## src/rtl/store_write_buffer.sv

```systemverilog
// Store write buffer: FIFO between the core store port and the banked data-cache
// write port, with youngest-entry store coalescing and byte-granular load forwarding.
module store_write_buffer #(
  parameter int DEPTH  = 4,
  parameter int ADDR_W = 30
) (
  input  logic              clk,
  input  logic              rst,
  input  logic              IN_we,
  input  logic [3:0]        IN_wmask,
  input  logic [ADDR_W-1:0] IN_waddr,
  input  logic [31:0]       IN_wdata,
  output logic              OUT_full,
  output logic              OUT_empty,
  input  logic              IN_re,
  input  logic [ADDR_W-1:0] IN_raddr,
  output logic [3:0]        OUT_fwdMask,
  output logic [31:0]       OUT_fwdData,
  output logic              OUT_CACHE_ce,
  output logic              OUT_CACHE_we,
  output logic [3:0]        OUT_CACHE_wm,
  output logic [ADDR_W-1:0] OUT_CACHE_addr,
  output logic [31:0]       OUT_CACHE_data,
  input  logic              IN_CACHE_busy
);

  localparam int PTR_W = $clog2(DEPTH);
  localparam logic [PTR_W-1:0] PTR_ONE = 1;
  localparam logic [PTR_W:0]   CNT_ONE = 1;
  localparam logic [PTR_W:0]   CNT_MAX = DEPTH;

  logic [ADDR_W-1:0] r_addr [DEPTH];
  logic [3:0]        r_mask [DEPTH];
  logic [31:0]       r_data [DEPTH];
  logic [PTR_W-1:0]  r_head, r_tail;
  logic [PTR_W:0]    r_count;
  logic              r_full, r_empty;

  logic [PTR_W-1:0]  w_youngest;
  logic              w_pop, w_coalesce, w_push;
  logic [PTR_W:0]    w_count_next;

  assign w_youngest = r_tail - PTR_ONE;
  assign w_pop      = !r_empty && !IN_CACHE_busy;
  // A lone head that is leaving this cycle cannot absorb a merge; the store allocates instead.
  assign w_coalesce = !IN_we && !r_empty && (r_addr[w_youngest] == IN_waddr)
                      && !((r_count == CNT_ONE) && w_pop);
  assign w_push     = !IN_we && !w_coalesce && (!r_full || w_pop);

  always_comb begin
    w_count_next = r_count;
    if (w_push && !w_pop)      w_count_next = r_count + CNT_ONE;
    else if (!w_push && w_pop) w_count_next = r_count - CNT_ONE;
  end

  // NOTE: sequential state uses non-blocking assignments so every register samples pre-edge values.
  always_ff @(posedge clk or negedge rst) begin
    if (!rst) begin
      r_head  <= '0;
      r_tail  <= '0;
      r_count <= '0;
      r_full  <= 1'b0;
      r_empty <= 1'b1;
    end else begin
      if (w_pop)  r_head <= r_head + PTR_ONE;
      if (w_push) r_tail <= r_tail + PTR_ONE;
      r_count <= w_count_next;
      r_full  <= (w_count_next == CNT_MAX);
      r_empty <= (w_count_next == '0);
    end
  end

  // NOTE: entry storage is deliberately not reset; validity comes only from head/count.
  always_ff @(posedge clk) begin
    if (w_push) begin
      r_addr[r_tail] <= IN_waddr;
      r_mask[r_tail] <= IN_wmask;
      r_data[r_tail] <= IN_wdata;
    end else if (w_coalesce) begin
      r_mask[w_youngest] <= r_mask[w_youngest] | IN_wmask;
      for (int b = 0; b < 4; b++) begin
        if (IN_wmask[b]) r_data[w_youngest][8*b +: 8] <= IN_wdata[8*b +: 8];
      end
    end
  end

  assign OUT_full       = r_full;
  assign OUT_empty      = r_empty;
  assign OUT_CACHE_ce   = r_empty;
  assign OUT_CACHE_we   = r_empty;
  assign OUT_CACHE_wm   = r_empty ? '0 : r_mask[r_head];
  assign OUT_CACHE_addr = r_empty ? '0 : r_addr[r_head];
  assign OUT_CACHE_data = r_empty ? '0 : r_data[r_head];

  // Walk oldest to youngest so later matches override earlier ones per byte.
  // NOTE: every always_comb output gets a default first so no latch is inferred.
  always_comb begin
    logic [PTR_W-1:0] idx;
    idx         = '0;
    OUT_fwdMask = '0;
    OUT_fwdData = '0;
    if (!IN_re) begin
      for (int i = 0; i < DEPTH; i++) begin
        idx = r_head + PTR_W'(i);
        if ((i < int'(r_count)) && (r_addr[idx] == IN_raddr)) begin
          for (int b = 0; b < 4; b++) begin
            if (r_mask[idx][b]) begin
              OUT_fwdMask[b]          = 1'b1;
              OUT_fwdData[8*b +: 8]   = r_data[idx][8*b +: 8];
            end
          end
        end
      end
    end
  end

endmodule

```

## config.mk

```make
export PLATFORM = sky130hd
export DESIGN_NAME = store_write_buffer
export DESIGN_NICKNAME = d
export VERILOG_FILES = /design/src/rtl/store_write_buffer.sv
export SDC_FILE = /design/constraint.sdc
export NUM_CORES = 1
export LEC_CHECK = 0
export ABC_CLOCK_PERIOD_IN_PS = 5800
export BUFFER_PORTS_ARGS = -buffer_cell sky130_fd_sc_hd__buf_2
export CAP_MARGIN = 20
export CORE_MARGIN = 5
export CORE_UTILIZATION = 43
export DETAILED_ROUTE_END_ITERATION = 6
export PLACE_DENSITY = 0.6
export SLEW_MARGIN = 20
export SYNTH_ARGS = -nofsm -noshare
export SYNTH_HDL_FRONTEND = slang
export SYNTH_SLANG_ARGS = --single-unit
```

## constraint.sdc

```tcl
create_clock -name clk -period 5.8 [get_ports clk]
set_clock_uncertainty 0.2 [all_clocks]
set_input_delay 0.29 -clock clk [delete_from_list [all_inputs] [get_ports clk]]
set_output_delay 0.29 -clock clk [all_outputs]
set_load 0.01 [all_outputs]
```

==> results of run 1 <==
[path summary, 6_finish.rpt]
check / startpoint / endpoint / slack, ns / cells after the start
worst min register to register: r_tail[1] / r_tail[1] / 0.41 / 2
min in group clk: IN_we / r_count[2] / 0.23 / 4
worst max-delay path: r_head[1] / OUT_fwdData[20] / 0.24 / 11
max in group asynchronous: rst / r_head[0] / 4.53 / 3
worst max register to register: r_tail[1] / r_data[0][31] / 0.53 / 11
worst min-delay path: rst / OUT_CACHE_ce / 0.02 / 2
[synthesized netlist by cell type (all sizes together), types with 4 or more instances]
library cell / instances
edfxtp: 264
mux2i: 235
nand2: 184
nor2: 141
o21ai: 127
mux2: 99
buf: 82
xnor2: 74
a21oi: 66
clkbuf: 60
xor2: 59
mux4: 39
o221ai: 38
a32o: 32
inv: 21
nor2b: 20
a211oi: 19
nand3: 19
o22ai: 16
nand4: 15
and2: 14
nor3: 12
nor4: 10
dfrtp: 8
a2111oi: 7
a22oi: 7
ha: 7
or4: 7
a221oi: 6
or2: 6
a21o: 5
a41oi: 5
and3: 5
a31oi: 4
nand2b: 4
o211ai: 4
[power by group through the flow]
stage	logic (mW)	registers [mW]	clock network [mW]
after CTS	6.74	3.04	1.99
after floorplan	4.95	2.82	0
after detailed placement	6.66	3.08	0
after global placement	6.62	3.06	0
final	6.84	3.03	1.95
after global routing	7.38	3.07	2.06
[kinds of logic (layout without fill, tap and decap cells)]
family | after synthesis | in the layout
DFF | 273 | 273
AOI/OAI and AO/OA | 366 | 366
xor gates and xnor gates | 133 | 133
muxes | 373 | 373
buffers and inverters | 163 | 404
other | 0 | 2
and+or+nand+nor | 449 | 449
adders and majority gates | 8 | 8
[timing repair]
action | CTS | global route
buffers inserted | 0 | 1
hold endpoints to repair | 275 | 0
endpoints found under the setup margin | 6 | 36
gates resized for setup | 2 | 7
hold buffers | 69 | 0
[worst max-delay path, stage by stage, from the launching register on]
cell      delay [ns]
dfrtp_4         0.73
buf_12          0.29
mux2i_1         0.27
xor2_1          0.22
o21ai_0         0.21
nor4_1          0.44
o221ai_1        0.40
or4_1           0.95
nand3_4         0.32
o221ai_2        0.12
a32o_1          0.34
buf_2           0.15
[routing by layer]
| metal | vias up | global-route usage (%) |
|---|---|---|
| met3 | 101 | 5.52 |
| met2 | 646 | 39.7 |
| met1 | 7621 | 33.1 |
| met4 | 0 | 7.12 |
| met5 | - | 0 |
| li1 | 7118 | - |
[final cells by class]
cell class | count | share of cell area [%]
Multi-Input combinational cell | 1329 | 45.8
Timing Repair Buffer | 325 | 9.66
Sequential cell | 273 | 36.3
Inverter | 21 | 0.351
Clock buffer | 37 | 3.55
Tap cell | 592 | 3.29
Antenna cell | 2 | 0.0223
Clock inverter | 21 | 0.952
[cell usage in the layout (no fill, tap or decap), types with 7 or more instances in the layout]
cell | netlist | final
edfxtp_1 | 264 | 264
clkbuf_16 | 0 | 31
o221ai_1 | 14 | 14
a32o_1 | 32 | 32
a22oi_1 | 7 | 7
o221ai_2 | 24 | 24
xor2_1 | 59 | 59
inv_1 | 20 | 20
buf_4 | 9 | 44
and2_1 | 14 | 14
mux4_2 | 39 | 39
a21oi_1 | 66 | 66
o21ai_0 | 127 | 127
nand4_1 | 15 | 15
o22ai_1 | 16 | 16
buf_2 | 36 | 206
nand2_1 | 184 | 184
a211oi_1 | 19 | 19
nor2b_1 | 20 | 18
nor2_1 | 141 | 136
xnor2_1 | 74 | 74
mux2_2 | 97 | 97
nor4_1 | 10 | 10
or4_1 | 7 | 7
nand3_1 | 15 | 15
dlygate4sd3_1 | 0 | 69
nor3_1 | 12 | 12
mux2i_1 | 234 | 234
[sequential cells by signal, indices dropped and copies added, names as in the netlist]
signal / count
r_data: 128
r_addr: 120
r_mask: 16
r_count: 3
r_head: 2
r_tail: 2
OUT_CACHE_ce: 1
OUT_full: 1
[metrics by stage]
step	instance area [µm²]	power, mW	util [%]	cells	TNS [ns]
finish	22500	11.8	50.8	2600	0
global placement	20700	9.68	46.9	2470	0
floorplan	19200	7.76	-	1765	0
detailed placement	20700	9.74	46.9	2470	0
CTS	22400	11.8	50.8	2597	0
global route	22500	12.5	50.8	2600	-0.0363
==> metrics.csv, run 1 <==
stage;metric;value;unit
detailed_routing;drtAntennaViolNets;0;
synthesis;synth_fa_ha_area_share;0.507;%
cells_and_area;final-seq-area;8170;µm²
sta;worst_slack;0.238;ns
detailed_routing;vias;15500;
critical_path;crit_arrival;5.07;ns
die;die_w;222;µm
cells_and_area;area_growth;16.8;%
cts;cts-root-buf;clkbuf_16;
synthesis;syn-cell-area;19200;µm²
sta;fin_crit_sh;95.9;%
min_path;hold_class;in2async;
status;run_status;completed;
die;die_area;49100;µm²
pwr;p_leak;8.52;nW
cts;htreeDepth;1;
synthesis;async_flop_share;3.30;%
synthesis;synth_compound_area_share;13.6;%
synthesis;avgSynthCellArea;10.9;µm²
critical_path;startpoint_type;register;
detailed_routing;drc;0;
cts;insertion_delay;0.59;ns
detailed_routing;met1_length;26.8;mm
detailed_routing;first_iter_violations;1492;
critical_path;cp.required;5.31;ns
pwr;p_per_area;526;nW/µm²
synthesis;yosysSeqAreaShare;42.4;%
pwr;vdd_drop_max;0.375;mV
synthesis;synth_top_family_by_area;multiplexers;
die;core_area;44200;µm²
synthesis;synth_area_leaders;edfxtp_1 41%, mux2i_1 12%, mux2_2 5.7%;
synthesis;yosys.area_share.simple;10.6;%
placement;gp_congestion;1.00;
synthesis;netlist.area_leader.share;41.2;%
sta;worstMarginPinSlew;1.08;ns
pwr;seq_power_share;25.6;%
detailed_routing;drt_wl_total;63.0;mm
detailed_routing;dr_wl_met2;29.2;mm
sta;setup_viol;0;
synthesis;synth-xor-area-share;6.05;%
synthesis;synth_seq_cells;273;
grt;grt_use_total;24.5;%
critical_path;path_class;reg2out;
cts;clkSinkCount;273;
grt;grt_pass1_wl;94.6;mm
sta;final_hold_viol_count;0;
sta;hold_ws;0.0236;ns
pwr;clock_power_share;16.5;%
die;initial_utilization;43.5;%
synthesis;synthMuxAreaShare;22.7;%
job;drv_cap;0;
detailed_routing;met3WireLength;5.13;mm
sta;fin_crit;5.56;ns
die;dieHeight;222;µm
cells_and_area;fillCellCount;3884;
placement;portBuffers;206;
synthesis;postSynthCellCount;1765;
detailed_routing;vias_per_cell;5.96;
cts;cts.clk_slew.worst_paths;0.06;ns
grt;grt_pass1_vias;15200;
sta;slew_headroom;28.1;%
synthesis;ys_types;73;
sta;rsz0062_at_grt;true;
die;ioPinCount;207;
cells_and_area;drive_above_1_share;24.5;%
grt;grt_overflow;0;
sta;finalMaxSlewViolations;0;
grt;antenna_found_initial;2;
critical_path;cp_max_fo;33;
detailed_routing;top_layer_used;met4;
synthesis;syn_nets;1873;
synthesis;synth_edf_count;264;
placement;post-place-ws;0.552;ns
grt;grt_max_degree;128;
detailed_routing;dr.pass1.iters;6;
cts;cts_buffers;31;
pwr;p_int;6.52;mW
pwr;sw_frac_of_total;44.8;%
cts;cts_tree;yes;
sta;fmax;180;MHz
pwr;comb_power_share;57.9;%
placement;hpwl;45.6;mm
synthesis;yosys_warnings;0;
critical_path;worstSetupEndpointType;output pin;
synthesis;synth_top_cell_by_area;edfxtp_1;
die;rows;77;
detailed_routing;routedWlPerCell;24.2;µm
pwr;p_switching;5.29;mW
cells_and_area;fin_nets;2089;
synthesis;synthFlopType;edfxtp_1;
cts;cts_buffer_depth;3;
cells_and_area;multi_input_area;10300;µm²
(Power assumes the default switching activity.)
==> run 2: changes to the inputs <==
- CORE_UTILIZATION: 43 -> 55
- CTS_BUF_LIST: default -> sky130_fd_sc_hd__clkbuf_2 sky130_fd_sc_hd__clkbuf_4 sky130_fd_sc_hd__clkbuf_8
- PLACE_DENSITY: 0.6 -> 0.74
- REMOVE_ABC_BUFFERS: default -> 1
==> metrics.csv, run 2 (synthesis gave the netlist of run 1 again) <==
stage;metric;value;unit
sta;fin_crit;5.60;ns
pwr;p_per_area;512;nW/µm²
critical_path;cp_max_fo;17;
cells_and_area;drive_above_1_share;25.3;%
pwr;vdd_drop_max;0.289;mV
placement;place_inst;2325;
cts;cts_buffer_depth;3;
grt;grt_pass1_vias;15400;
critical_path;ff2ff_path_depth;11;
cells_and_area;final_common_cell;edfxtp_1;
cts;cts.clk_slew.worst_paths;0.06;ns
cells_and_area;largestRegisters;r_data x128, r_addr x120, r_mask x16;
min_path;hold_class;in2async;
cells_and_area;utilization;63.9;%
critical_path;startpoint;r_head[1];
cts;cts_tree;yes;
detailed_routing;vias;15700;
detailed_routing;first_iter_violations;1461;
critical_path;path_class;reg2out;
die;ioPinCount;207;
job;drv_cap;0;
sta;fin_crit_sh;96.6;%
sta;slew_headroom;25.3;%
placement;gp_congestion;1.00;
detailed_routing;dr.pass1.iters;7;
die;initial_utilization;55.7;%
pwr;total_power;11.3;mW
detailed_routing;vias_per_cell;6.33;
detailed_routing;drc;0;
sta;worstMarginPinSlew;1.12;ns
detailed_routing;routedWlPerCell;24.2;µm
critical_path;rr_startpoint;r_tail[1];
pwr;p_leak;8.45;nW
placement;hpwl;42.9;mm
critical_path;crit_arrival;5.11;ns
sta;rsz0062_at_grt;false;
cts;insertion_delay;0.57;ns
sta;setup_viol;0;
sta;finalMaxSlewViolations;0;
die;dieHeight;197;µm
cells_and_area;instances_no_fill;2474;
die;die_w;197;µm
critical_path;startpoint_type;register;
sta;fmax;178;MHz
placement;portBuffers;206;
cells_and_area;area_growth;14.7;%
grt;grt_pass1_wl;90.0;mm
cts;cts_buffers;45;
die;die_area;38800;µm²
grt;grt_use_total;29.8;%
cells_and_area;fin_nets;2095;
critical_path;cp.required;5.31;ns
cts;clkSinkCount;273;
detailed_routing;drt_wl_total;59.9;mm
cells_and_area;largest_register_ffs;128;
grt;grt_max_degree;155;
cells_and_area;layout_common_cells;264 x edfxtp_1, 234 x mux2i_1, 206 x buf_2;
cts;cts-root-buf;clkbuf_8;
detailed_routing;drtAntennaViolNets;0;
status;run_status;completed;
sta;final_hold_viol_count;0;
critical_path;worstSetupEndpointType;output pin;
grt;antenna_found_initial;0;
cts;htreeDepth;2;
die;rows;68;
die;core_area;34500;µm²
cells_and_area;regMostFlops;r_data;
cells_and_area;n_antenna_cell;0;
sta;hold_ws;0.0567;ns
grt;grt_overflow;0;
-- run 2: changes by cell type in the layout (fill, tap and decap cells not counted), moves of 4 or more --
cell	delta
buf_4	-7
clkbuf_16	-31
clkbuf_1	-6
clkinvlp_4	-4
clkbuf_8	+46
clkbuf_4	+20
-- run 2: power breakdown --
group          internal, mW  switching, mW  leakage, nW
registers              2.63          0.327         2.53
clock network         0.863          0.744        0.460
logic                  2.73           4.00         5.46
total                  6.22           5.07         8.45
-- run 2: worst paths after layout --
path	end	slack (ns)
min	OUT_CACHE_ce	0.06
min in group clk	r_data[0][16]	0.27
max	OUT_fwdData[2]	0.20
max reg2reg	r_data[0][24]	0.39
max in group asynchronous	r_head[1]	4.46
min reg2reg	r_tail[1]	0.40
-- run 2: final cells by class --
type / instances / area (µm²)
clock buffers: 66 / 783
multi-input cells: 1329 / 10300
repair buffers: 317 / 2100
well taps: 455 / 569
flip-flops and latches: 273 / 8170
fillers: 2721 / 12500
inverters: 21 / 81.3
clock inverters: 13 / 61.3
-- run 2: timing repair --
| action | 4_1_cts | 5_1_grt |
|---|---|---|
| endpoints found under the setup margin | 6 | 36 |
| buffers inserted | 0 | 1 |
| hold endpoints to repair | 275 | 0 |
| cloned | 0 | 0 |
| hold buffers | 69 | 0 |
| resized for setup | 1 | 8 |
-- run 2: per-stage QoR --
step | setup TNS (ns) | setup slack [ns] | area (µm²)
after floorplan | -688.32 | -6.18 | 18500
after global placement | 0 | 0.636 | 20500
after detailed placement | 0 | 0.544 | 20500
after CTS | 0 | 0.0223 | 22000
after global routing | 0 | 0.0392 | 22100
final | 0 | 0.195 | 22100
-- run 2: worst max-delay path, cell delays in order (launching register included) --
cell	delay (ns)
dfrtp_4	0.69
buf_4	0.34
mux2i_1	0.71
mux2_2	0.30
xnor2_1	0.06
nor4_1	0.34
nand2_1	0.38
or4_1	0.84
nand3_4	0.26
o221ai_1	0.13
a32o_1	0.33
buf_2	0.14
-- run 2: per-layer routing --
metal	vias up	part of all wire (%)	GRT usage [%]
met5	-	0	0
li1	7123	-	-
met2	863	47	48.0
met3	150	8.9	4.45
met1	7526	40	40.7
met4	0	4.4	12.4
==> run 3: changes to the inputs <==
- RECOVER_POWER: default -> 25
==> metrics.csv, run 3 (synthesis gave the netlist of run 1 again) <==
stage;metric;value;unit
pwr;total_power;11.3;mW
detailed_routing;drtAntennaViolNets;0;
detailed_routing;drc;0;
cells_and_area;final_common_cell;edfxtp_1;
sta;fin_crit_sh;96.6;%
pwr;seq_power_share;26.2;%
sta;fmax;179;MHz
cts;cts.clk_slew.worst_paths;0.06;ns
die;rows;68;
min_path;hold_class;in2async;
detailed_routing;drt_wl_total;59.8;mm
cells_and_area;fin_area;22000;µm²
placement;hpwl;42.9;mm
detailed_routing;vias;15700;
cts;insertion_delay;0.57;ns
pwr;sw_frac_of_total;44.9;%
cells_and_area;n_antenna_cell;0;
pwr;p_per_area;513;nW/µm²
critical_path;path_class;reg2out;
detailed_routing;vias_per_cell;6.33;
job;drv_cap;0;
placement;portBuffers;206;
placement;dpl_cell_area;20500;µm²
sta;finalMaxSlewViolations;0;
cells_and_area;largestRegisters;r_data x128, r_addr x120, r_mask x16;
grt;antenna_found_initial;0;
critical_path;cp_max_fo;20;
sta;rsz0062_at_grt;false;
sta;slew_headroom;25.6;%
cts;cts-root-buf;clkbuf_8;
sta;worstMarginPinSlew;1.12;ns
detailed_routing;met1_length;23.8;mm
die;dieHeight;197;µm
sta;fin_setup_tns;0;ns
cells_and_area;regMostFlops;r_data;
pwr;p_switching;5.07;mW
grt;grt_use_total;29.8;%
grt;grt_max_degree;155;
pwr;comb_power_share;59.5;%
cts;cts_buffer_depth;3;
sta;fin_crit;5.60;ns
detailed_routing;top_layer_used;met4;
pwr;p_leak;8.33;nW
detailed_routing;first_iter_violations;1441;
critical_path;crit_arrival;5.11;ns
die;die_w;197;µm
cells_and_area;largest_register_ffs;128;
die;initial_utilization;55.7;%
grt;grt_pass1_wl;90.0;mm
detailed_routing;dr.pass1.iters;7;
grt;grt_overflow;0;
detailed_routing;dr_wl_met2;27.9;mm
cts;cts_tree;yes;
detailed_routing;routedWlPerCell;24.2;µm
cells_and_area;area_growth;14.4;%
cells_and_area;drive_above_1_share;23.1;%
grt;grt_pass1_vias;15400;
cells_and_area;fin_nets;2095;
pwr;p_int;6.22;mW
critical_path;worstSetupEndpointType;output pin;
die;die_area;38800;µm²
detailed_routing;met3WireLength;5.53;mm
status;run_status;completed;
sta;final_hold_viol_count;0;
cells_and_area;layout_common_cells;264 x edfxtp_1, 234 x mux2i_1, 184 x nand2_1;
placement;gp_congestion;1.00;
pwr;clock_power_share;14.2;%
critical_path;cp.required;5.31;ns
critical_path;startpoint_type;register;
cts;htreeDepth;2;
cts;clkSinkCount;273;
die;core_area;34500;µm²
sta;setup_viol;0;
die;ioPinCount;207;
cts;cts_buffers;45;
pwr;vdd_drop_max;0.289;mV
## run 3: cell count changes in the layout (fill, tap and decap cells not counted)
cell,before,now
clkbuf_1,0,44
buf_2,206,162
## run 3: final timing paths
check	slack [ns]	cells after the start	end	from
max	0.20	11	OUT_fwdData[4]	r_head[1]
min	0.08	2	OUT_CACHE_ce	rst
max reg2reg	0.40	11	r_data[0][24]	r_tail[1]
min reg2reg	0.39	2	r_tail[1]	r_tail[1]
max in group asynchronous	4.42	3	r_head[1]	rst
min in group clk	0.31	4	r_count[2]	IN_we
## run 3: area by class of cell
class                   instances  area, µm²
fillers                      2743      12500
clock inverters                13       61.3
flip-flops and latches        273       8170
inverters                      21       81.3
multi-input cells            1329      10300
well taps                     455        569
repair buffers                317       2040
clock buffers                  66        783
## run 3: worst max-delay path: stages, from the launching register on
cell and delay (ns):
dfrtp_4 0.69, buf_4 0.40, mux2i_1 0.43, mux2i_1 0.16
xor2_1 0.25, nor4_1 0.48, nand2_1 0.39, or4_1 0.85
nand3_4 0.27, o221ai_1 0.14, a32o_1 0.33, buf_2 0.14
## run 3: repair_timing
item | CTS | global route
hold buffers | 69 | 0
setup buffers | 0 | 1
cloned | 0 | 0
resized for setup | 1 | 8
endpoints found under the setup margin | 6 | 36
hold endpoints to repair | 275 | 0
## run 3: through the flow
| stage | std cells | hold slack (ns) | util, % | setup slack, ns |
|---|---|---|---|---|
| finish | 2474 | 0.0792 | 63.7 | 0.199 |
| global route | 2474 | 0.0684 | 63.7 | 0.0392 |
| CTS | 2473 | 0.0349 | 63.7 | 0.0223 |
| detailed placement | 2325 | -0.0450 | 59.3 | 0.544 |
| global placement | 2325 | -0.0458 | 59.3 | 0.636 |
| floorplan | 1623 | -0.206 | - | -6.18 |
## run 3: layer usage
metal	vias to the layer above	global-route usage, %
met1	7539	40.7
met5	-	0
met4	0	12.4
met3	147	4.45
li1	7121	-
met2	848	48.0
## run 3: power by group through the flow
stage               Combinational (mW)  Sequential, mW  Clock [mW]
finish                            6.72            2.96        1.61
floorplan                         4.56            3.39           0
detailed placement                6.52            3.00           0
CTS                               6.59            2.96        1.63
global route                      7.22            2.99        1.72
global placement                  6.41            2.98           0
